## src/rtl/demux_deser8.sv

```systemverilog
// Serial-to-parallel deserializer: a 1-to-8 bit demux fills an accumulator,
// and each completed byte is handed to a valid/ready output holding register.
module demux_deser8 #(
    parameter bit LSB_FIRST = 1'b1
) (
    input  logic       clk,
    input  logic       rst,
    input  logic       clear,
    input  logic       in_valid,
    input  logic       in_bit,
    input  logic       out_ready,
    output logic       out_valid,
    output logic [7:0] out_byte,
    output logic       busy,
    output logic [2:0] bit_idx,
    output logic       overrun
);

    localparam int unsigned W  = 8;
    localparam int unsigned CW = 3;

    typedef enum logic {
        IDLE = 1'b0,
        RECV = 1'b1
    } state_t;

    state_t          state_q, state_d;
    logic [CW-1:0]   cnt_q, cnt_d;
    logic [W-1:0]    acc_q, acc_d;
    logic [W-1:0]    out_byte_q, out_byte_d;
    logic            out_valid_q, out_valid_d;
    logic            overrun_q, overrun_d;
    logic [CW-1:0]   dst_idx;
    logic            complete;
    logic            consume;

    // State and holding registers
    always_ff @(posedge clk) begin
        if (rst) begin
            state_q     <= IDLE;
            cnt_q       <= '0;
            acc_q       <= '0;
            out_byte_q  <= '0;
            out_valid_q <= 1'b0;
            overrun_q   <= 1'b0;
        end else begin
            state_q     <= state_d;
            cnt_q       <= cnt_d;
            acc_q       <= acc_d;
            out_byte_q  <= out_byte_d;
            out_valid_q <= out_valid_d;
            overrun_q   <= overrun_d;
        end
    end

    // Bit steering, byte completion and output handshake
    always_comb begin
        state_d     = state_q;
        cnt_d       = cnt_q;
        acc_d       = acc_q;
        out_byte_d  = out_byte_q;
        out_valid_d = out_valid_q;
        overrun_d   = overrun_q;
        complete    = 1'b0;
        consume     = out_valid_q & out_ready;
        dst_idx     = LSB_FIRST ? cnt_q : (CW'(W - 1) - cnt_q);

        if (clear) begin
            state_d   = IDLE;
            cnt_d     = '0;
            acc_d     = '0;
            overrun_d = 1'b0;
        end else if (in_valid) begin
            acc_d[dst_idx] = in_bit;
            cnt_d          = cnt_q + CW'(1);
            if (cnt_q == CW'(W - 1)) begin
                state_d  = IDLE;
                complete = 1'b1;
            end else begin
                state_d = RECV;
            end
        end

        // A completed byte merges the 8th bit, so it is taken from acc_d
        if (complete && (!out_valid_q || consume)) begin
            out_byte_d  = acc_d;
            out_valid_d = 1'b1;
        end else if (complete) begin
            overrun_d = 1'b1;
        end else if (consume) begin
            out_valid_d = 1'b0;
        end
    end

    assign out_valid = out_valid_q;
    assign out_byte  = out_byte_q;
    assign busy      = (state_q == RECV);
    assign bit_idx   = cnt_q;
    assign overrun   = overrun_q;

endmodule

```

## config.mk

```make
export PLATFORM = sky130hd
export DESIGN_NAME = demux_deser8
export DESIGN_NICKNAME = d
export VERILOG_FILES = /design/src/rtl/demux_deser8.sv
export SDC_FILE = /design/constraint.sdc
export NUM_CORES = 1
export LEC_CHECK = 0
export CAP_MARGIN = 0
export CORE_MARGIN = 1.5
export CORE_UTILIZATION = 50
export DETAILED_ROUTE_END_ITERATION = 8
export PLACE_DENSITY = 0.73
export REMOVE_ABC_BUFFERS = 1
export SETUP_SLACK_MARGIN = 0.4
export SYNTH_ARGS = -nofsm -noshare
export SYNTH_HDL_FRONTEND = slang
export SYNTH_SLANG_ARGS = --single-unit
```

## constraint.sdc

```tcl
create_clock -name clk -period 2.5 [get_ports clk]
set_input_delay 0.5 -clock clk [delete_from_list [all_inputs] [get_ports clk]]
set_output_delay 0.5 -clock clk [all_outputs]
set_load 0.02 [all_outputs]
```

==> summary.txt <==
WORST SETUP PATH
----------------------------------------------------------------------------------
Critical Path Max Stage Delay .......................................      0.64 ns
Critical path start-end classification .............................. flip-flop to primary output
Data arrival time of the critical path ..............................      1.42 ns
Family with the most delay on the worst path ........................ buffers and inverters
Maximum net fanout on the critical path .............................           11
Critical path data required time ....................................      2.00 ns
Element type at the critical path end ............................... primary output
Total buffers and inverters traversed by the critical path ..........            1
Crit path launch type ...............................................    flip-flop
Cell with the biggest individual delay on the critical path ......... sky130_fd_sc_hd__clkdlybuf4s50_1
Cells along the critical path ....................................... clkdlybuf4s50_1

DRT
----------------------------------------------------------------------------------
Average wire per cell in the routed design ..........................      14.3 µm
DRC violation total after the first TritonRoute iteration ...........            4
Sum of routed wire length over all layers ...........................      2030 µm
Iteration count of the initial detailed-routing pass ................            3
Detailed-route DRC error count ......................................            0
Total via count in the routed design ................................          803
Remaining antenna violation count after routing .....................            0
Via count normalized by instance count ..............................         5.65

PLACED DESIGN
----------------------------------------------------------------------------------
GPL Wtd Cong ........................................................        0.748
DPL Wire Length .....................................................      1390 µm
Port Buf Inserts ....................................................           19
Cell area after placement ...........................................     1270 µm²
Post-place setup slack ..............................................     0.403 ns

GRT
----------------------------------------------------------------------------------
Via count of the first global-routing pass ..........................          759
Most congested layer reported by global routing .....................         met2
Routing usage on met1 ...............................................        0.257
Wire length of the first global-routing pass ........................      3480 µm
Met2 capacity usage during global routing ...........................        0.279
Antenna violations before repair ....................................            0
Pin count of the biggest net entering global routing ................           20
Remaining global-route overflow .....................................            0
All-layer global routing usage ......................................        0.185
Met3 track utilization from global routing ..........................       0.0429

STA
----------------------------------------------------------------------------------
Final setup slack of the worst path .................................     0.576 ns
Fin Clk Skew ........................................................   0.00149 ns
Post-route fraction of the period consumed by the critical path .....        0.770
Count of final setup violators ......................................            0
Highest clock frequency the design can meet .........................      520 MHz
Post-route minimum period ...........................................      1.92 ns
Setup repair after global routing missed its margin .................        false
Number of hold violations in the final report .......................            0
Setup_tns ...........................................................         0 ns
Max-slew violation count ............................................            0
Worst Tran Pin Value ................................................     0.614 ns
Tightest slew margin relative to the limit ..........................        0.591

CLOCK TREE
----------------------------------------------------------------------------------
Clock tree from TritonCTS ...........................................        built
Clock latency reported for the late side of the worst-skew pair .....      0.31 ns
Number of gates given a new drive strength after cts ................            0
Number of buffers added for setup after CTS .........................            0
TritonCTS sink count ................................................           22
Cell at the root of the clock tree .................................. sky130_fd_sc_hd__clkbuf_4
CTS Hold Buffers Added ..............................................            0
Number of buffers on the longest clock path .........................            2
Clock slew at reported path FFs .....................................      0.12 ns
Maximum level of the CTS H-tree .....................................            1
TritonCTS Buffers ...................................................            3

FLOORPLANNING
----------------------------------------------------------------------------------
Width of the die ....................................................      49.4 µm
Die height ..........................................................      49.4 µm
Top-Level Pins ......................................................           20
Placement row count .................................................           16
Area of the placeable core ..........................................     2000 µm²
Effective utilization at floorplan ..................................        0.538
Die ar. .............................................................     2440 µm²

YOSYS
----------------------------------------------------------------------------------
Share of the synthesized area in the top cell type ..................        0.409
Sequential area share after synthesis ...............................        0.409
Netlist area before placement .......................................     1080 µm²
Top cells by area in the synthesized netlist ........................ sky130_fd_sc_hd__dfxtp_1, sky130_fd_sc_hd__mux2i_1, sky130_fd_sc_hd__o41ai_2, sky130_fd_sc_hd__o211ai_1, sky130_fd_sc_hd__nor2b_1
Async set-reset flop share out of synthesis .........................            0
Cell taking the most area after synthesis ........................... sky130_fd_sc_hd__dfxtp_1
Distinct cells, synth ...............................................           28
Avg Synthesized Cell Area ...........................................     11.1 µm²
Number of enable flip-flop cells after synthesis ....................            0
Gate count of the mapped netlist ....................................           97
Prevailing post-synth register cell ................................. sky130_fd_sc_hd__dfxtp_1
Number of flip-flops and latches in the synthesized netlist .........           22
Number of warning messages in the yosys log .........................            0

MIN PATH
----------------------------------------------------------------------------------
Hold WC Path Type ................................................... flip-flop to flip-flop

CELLS AND AREA
----------------------------------------------------------------------------------
Proportion of layout cells with a drive suffix above 1 ..............        0.174
Final std cell area, no fill ........................................     1310 µm²
Core Util, Final ....................................................        0.654
Signed area change from the synthesized netlist to the final layout .        21.6%
Diode insertion count for antenna repair ............................            0
Number of nets in the layout ........................................          124

POWER AND IR DROP
----------------------------------------------------------------------------------
Leak Pwr ............................................................     0.529 nW
Power Density .......................................................   461 nW/µm²
Worst IR drop on VDD ................................................   0.000363 V
Proportion of power drawn by the clock network ......................        0.324
Switching power of the nets .........................................     0.137 mW
Pint ................................................................     0.467 mW
Combinational power share ...........................................        0.084
Switching power as a share of total power ...........................        0.226
Sequential share of power ...........................................        0.592

STATUS
----------------------------------------------------------------------------------
Result of the run ................................................... complete, no violations

FLOW RUN
----------------------------------------------------------------------------------
Maximum Capacitance Violations ......................................            0

[synthesized netlist by cell type, types with 2 or more instances]
| cell | count |
|---|---|
| sky130_fd_sc_hd__buf_6 | 2 |
| sky130_fd_sc_hd__and2_1 | 2 |
| sky130_fd_sc_hd__nor2_1 | 7 |
| sky130_fd_sc_hd__and2b_1 | 2 |
| sky130_fd_sc_hd__a22o_1 | 2 |
| sky130_fd_sc_hd__and4bb_2 | 2 |
| sky130_fd_sc_hd__nand4b_1 | 3 |
| sky130_fd_sc_hd__nor2b_1 | 6 |
| sky130_fd_sc_hd__mux2i_1 | 10 |
| sky130_fd_sc_hd__buf_2 | 4 |
| sky130_fd_sc_hd__nor3_1 | 5 |
| sky130_fd_sc_hd__nand2b_1 | 4 |
| sky130_fd_sc_hd__o41ai_2 | 6 |
| sky130_fd_sc_hd__dfxtp_1 | 22 |
| sky130_fd_sc_hd__ha_1 | 2 |
| sky130_fd_sc_hd__o211ai_1 | 6 |
[metrics by stage]
stage	power, mW	hold WS (ns)	cells
finish	0.604	0.486	142
global placement	0.415	0.465	138
CTS	0.610	0.494	142
global route	0.630	0.526	142
detailed placement	0.416	0.474	138
floorplan	0.384	0.545	89
[final timing paths]
check	end	cells past startpoint	slack (ns)	from
worst max-delay path	bit_idx[0]	1	0.58	bit_idx[0]$_SDFFE_PP0P_
worst min-delay path	out_valid$_SDFFE_PP0P_	2	0.49	out_valid$_SDFFE_PP0P_
worst max register to register	out_byte[5]$_SDFFE_PP0P_	5	0.80	bit_idx[1]$_SDFFE_PP0P_
worst min register to register	out_valid$_SDFFE_PP0P_	2	0.49	out_valid$_SDFFE_PP0P_
[power groups by stage]
| stage | clock (mW) | sequential (mW) | combinational, mW |
|---|---|---|---|
| final | 0.196 | 0.358 | 0.0506 |
| after global placement | 0 | 0.365 | 0.0500 |
| after CTS | 0.203 | 0.357 | 0.0505 |
| after floorplan | 0 | 0.367 | 0.0178 |
| after detailed placement | 0 | 0.365 | 0.0505 |
| after global routing | 0.217 | 0.358 | 0.0552 |
[kinds of logic after synthesis]
logic type | Yosys count | synth area share
XOR/XNOR | 1 | 0.00814
flip-flops | 22 | 0.409
multiplexers | 10 | 0.0930
adder cells (fa/ha/maj) | 2 | 0.0233
buffers and inverters | 9 | 0.0535
AO/OA/AOI/OAI | 18 | 0.176
AND/OR/NAND/NOR | 35 | 0.237
[per-layer routing]
| layer | wire length, µm | part of all wire |
|---|---|---|
| met1 | 1040 | 0.51 |
| met2 | 882 | 0.44 |
| met3 | 80 | 0.039 |
| met4 | 24 | 0.012 |
| met5 | 0 | 0 |
[registers in the layout, summed over array words and instances, names as in the netlist]
register and cells:
acc_q 8, out_byte 8, bit_idx 3, busy 1
out_valid 1, overrun 1
[layout make-up]
cell class                      instances  area [µm²]
Fill cell                             173         693
Sequential cell                        22         444
Tap cell                               27        33.8
Inverter                                1        3.75
Multi-Input combinational cell         66         578
Timing Repair Buffer                   22         213
Clock buffer                            4        36.3
[placed cells by master, fill, tap and decap left out, types with 2 or more instances in the layout]
| master | netlist | layout |
|---|---|---|
| sky130_fd_sc_hd__dfxtp_1 | 22 | 19 |
| sky130_fd_sc_hd__clkdlybuf4s50_1 | 0 | 19 |
| sky130_fd_sc_hd__mux2i_1 | 10 | 10 |
| sky130_fd_sc_hd__nor2_1 | 7 | 7 |
| sky130_fd_sc_hd__nor2b_1 | 6 | 6 |
| sky130_fd_sc_hd__o211ai_1 | 6 | 6 |
| sky130_fd_sc_hd__o41ai_2 | 6 | 6 |
| sky130_fd_sc_hd__nor3_1 | 5 | 5 |
| sky130_fd_sc_hd__nand2b_1 | 4 | 4 |
| sky130_fd_sc_hd__nand4b_1 | 3 | 3 |
| sky130_fd_sc_hd__dfxtp_2 | 0 | 3 |
| sky130_fd_sc_hd__clkbuf_4 | 0 | 3 |
| sky130_fd_sc_hd__buf_4 | 1 | 3 |
| sky130_fd_sc_hd__and2b_1 | 2 | 2 |
| sky130_fd_sc_hd__and4bb_2 | 2 | 2 |
| sky130_fd_sc_hd__a22o_1 | 2 | 2 |
| sky130_fd_sc_hd__and2_1 | 2 | 2 |
| sky130_fd_sc_hd__ha_1 | 2 | 2 |
Note: power is estimated with default switching activity, not from simulation.
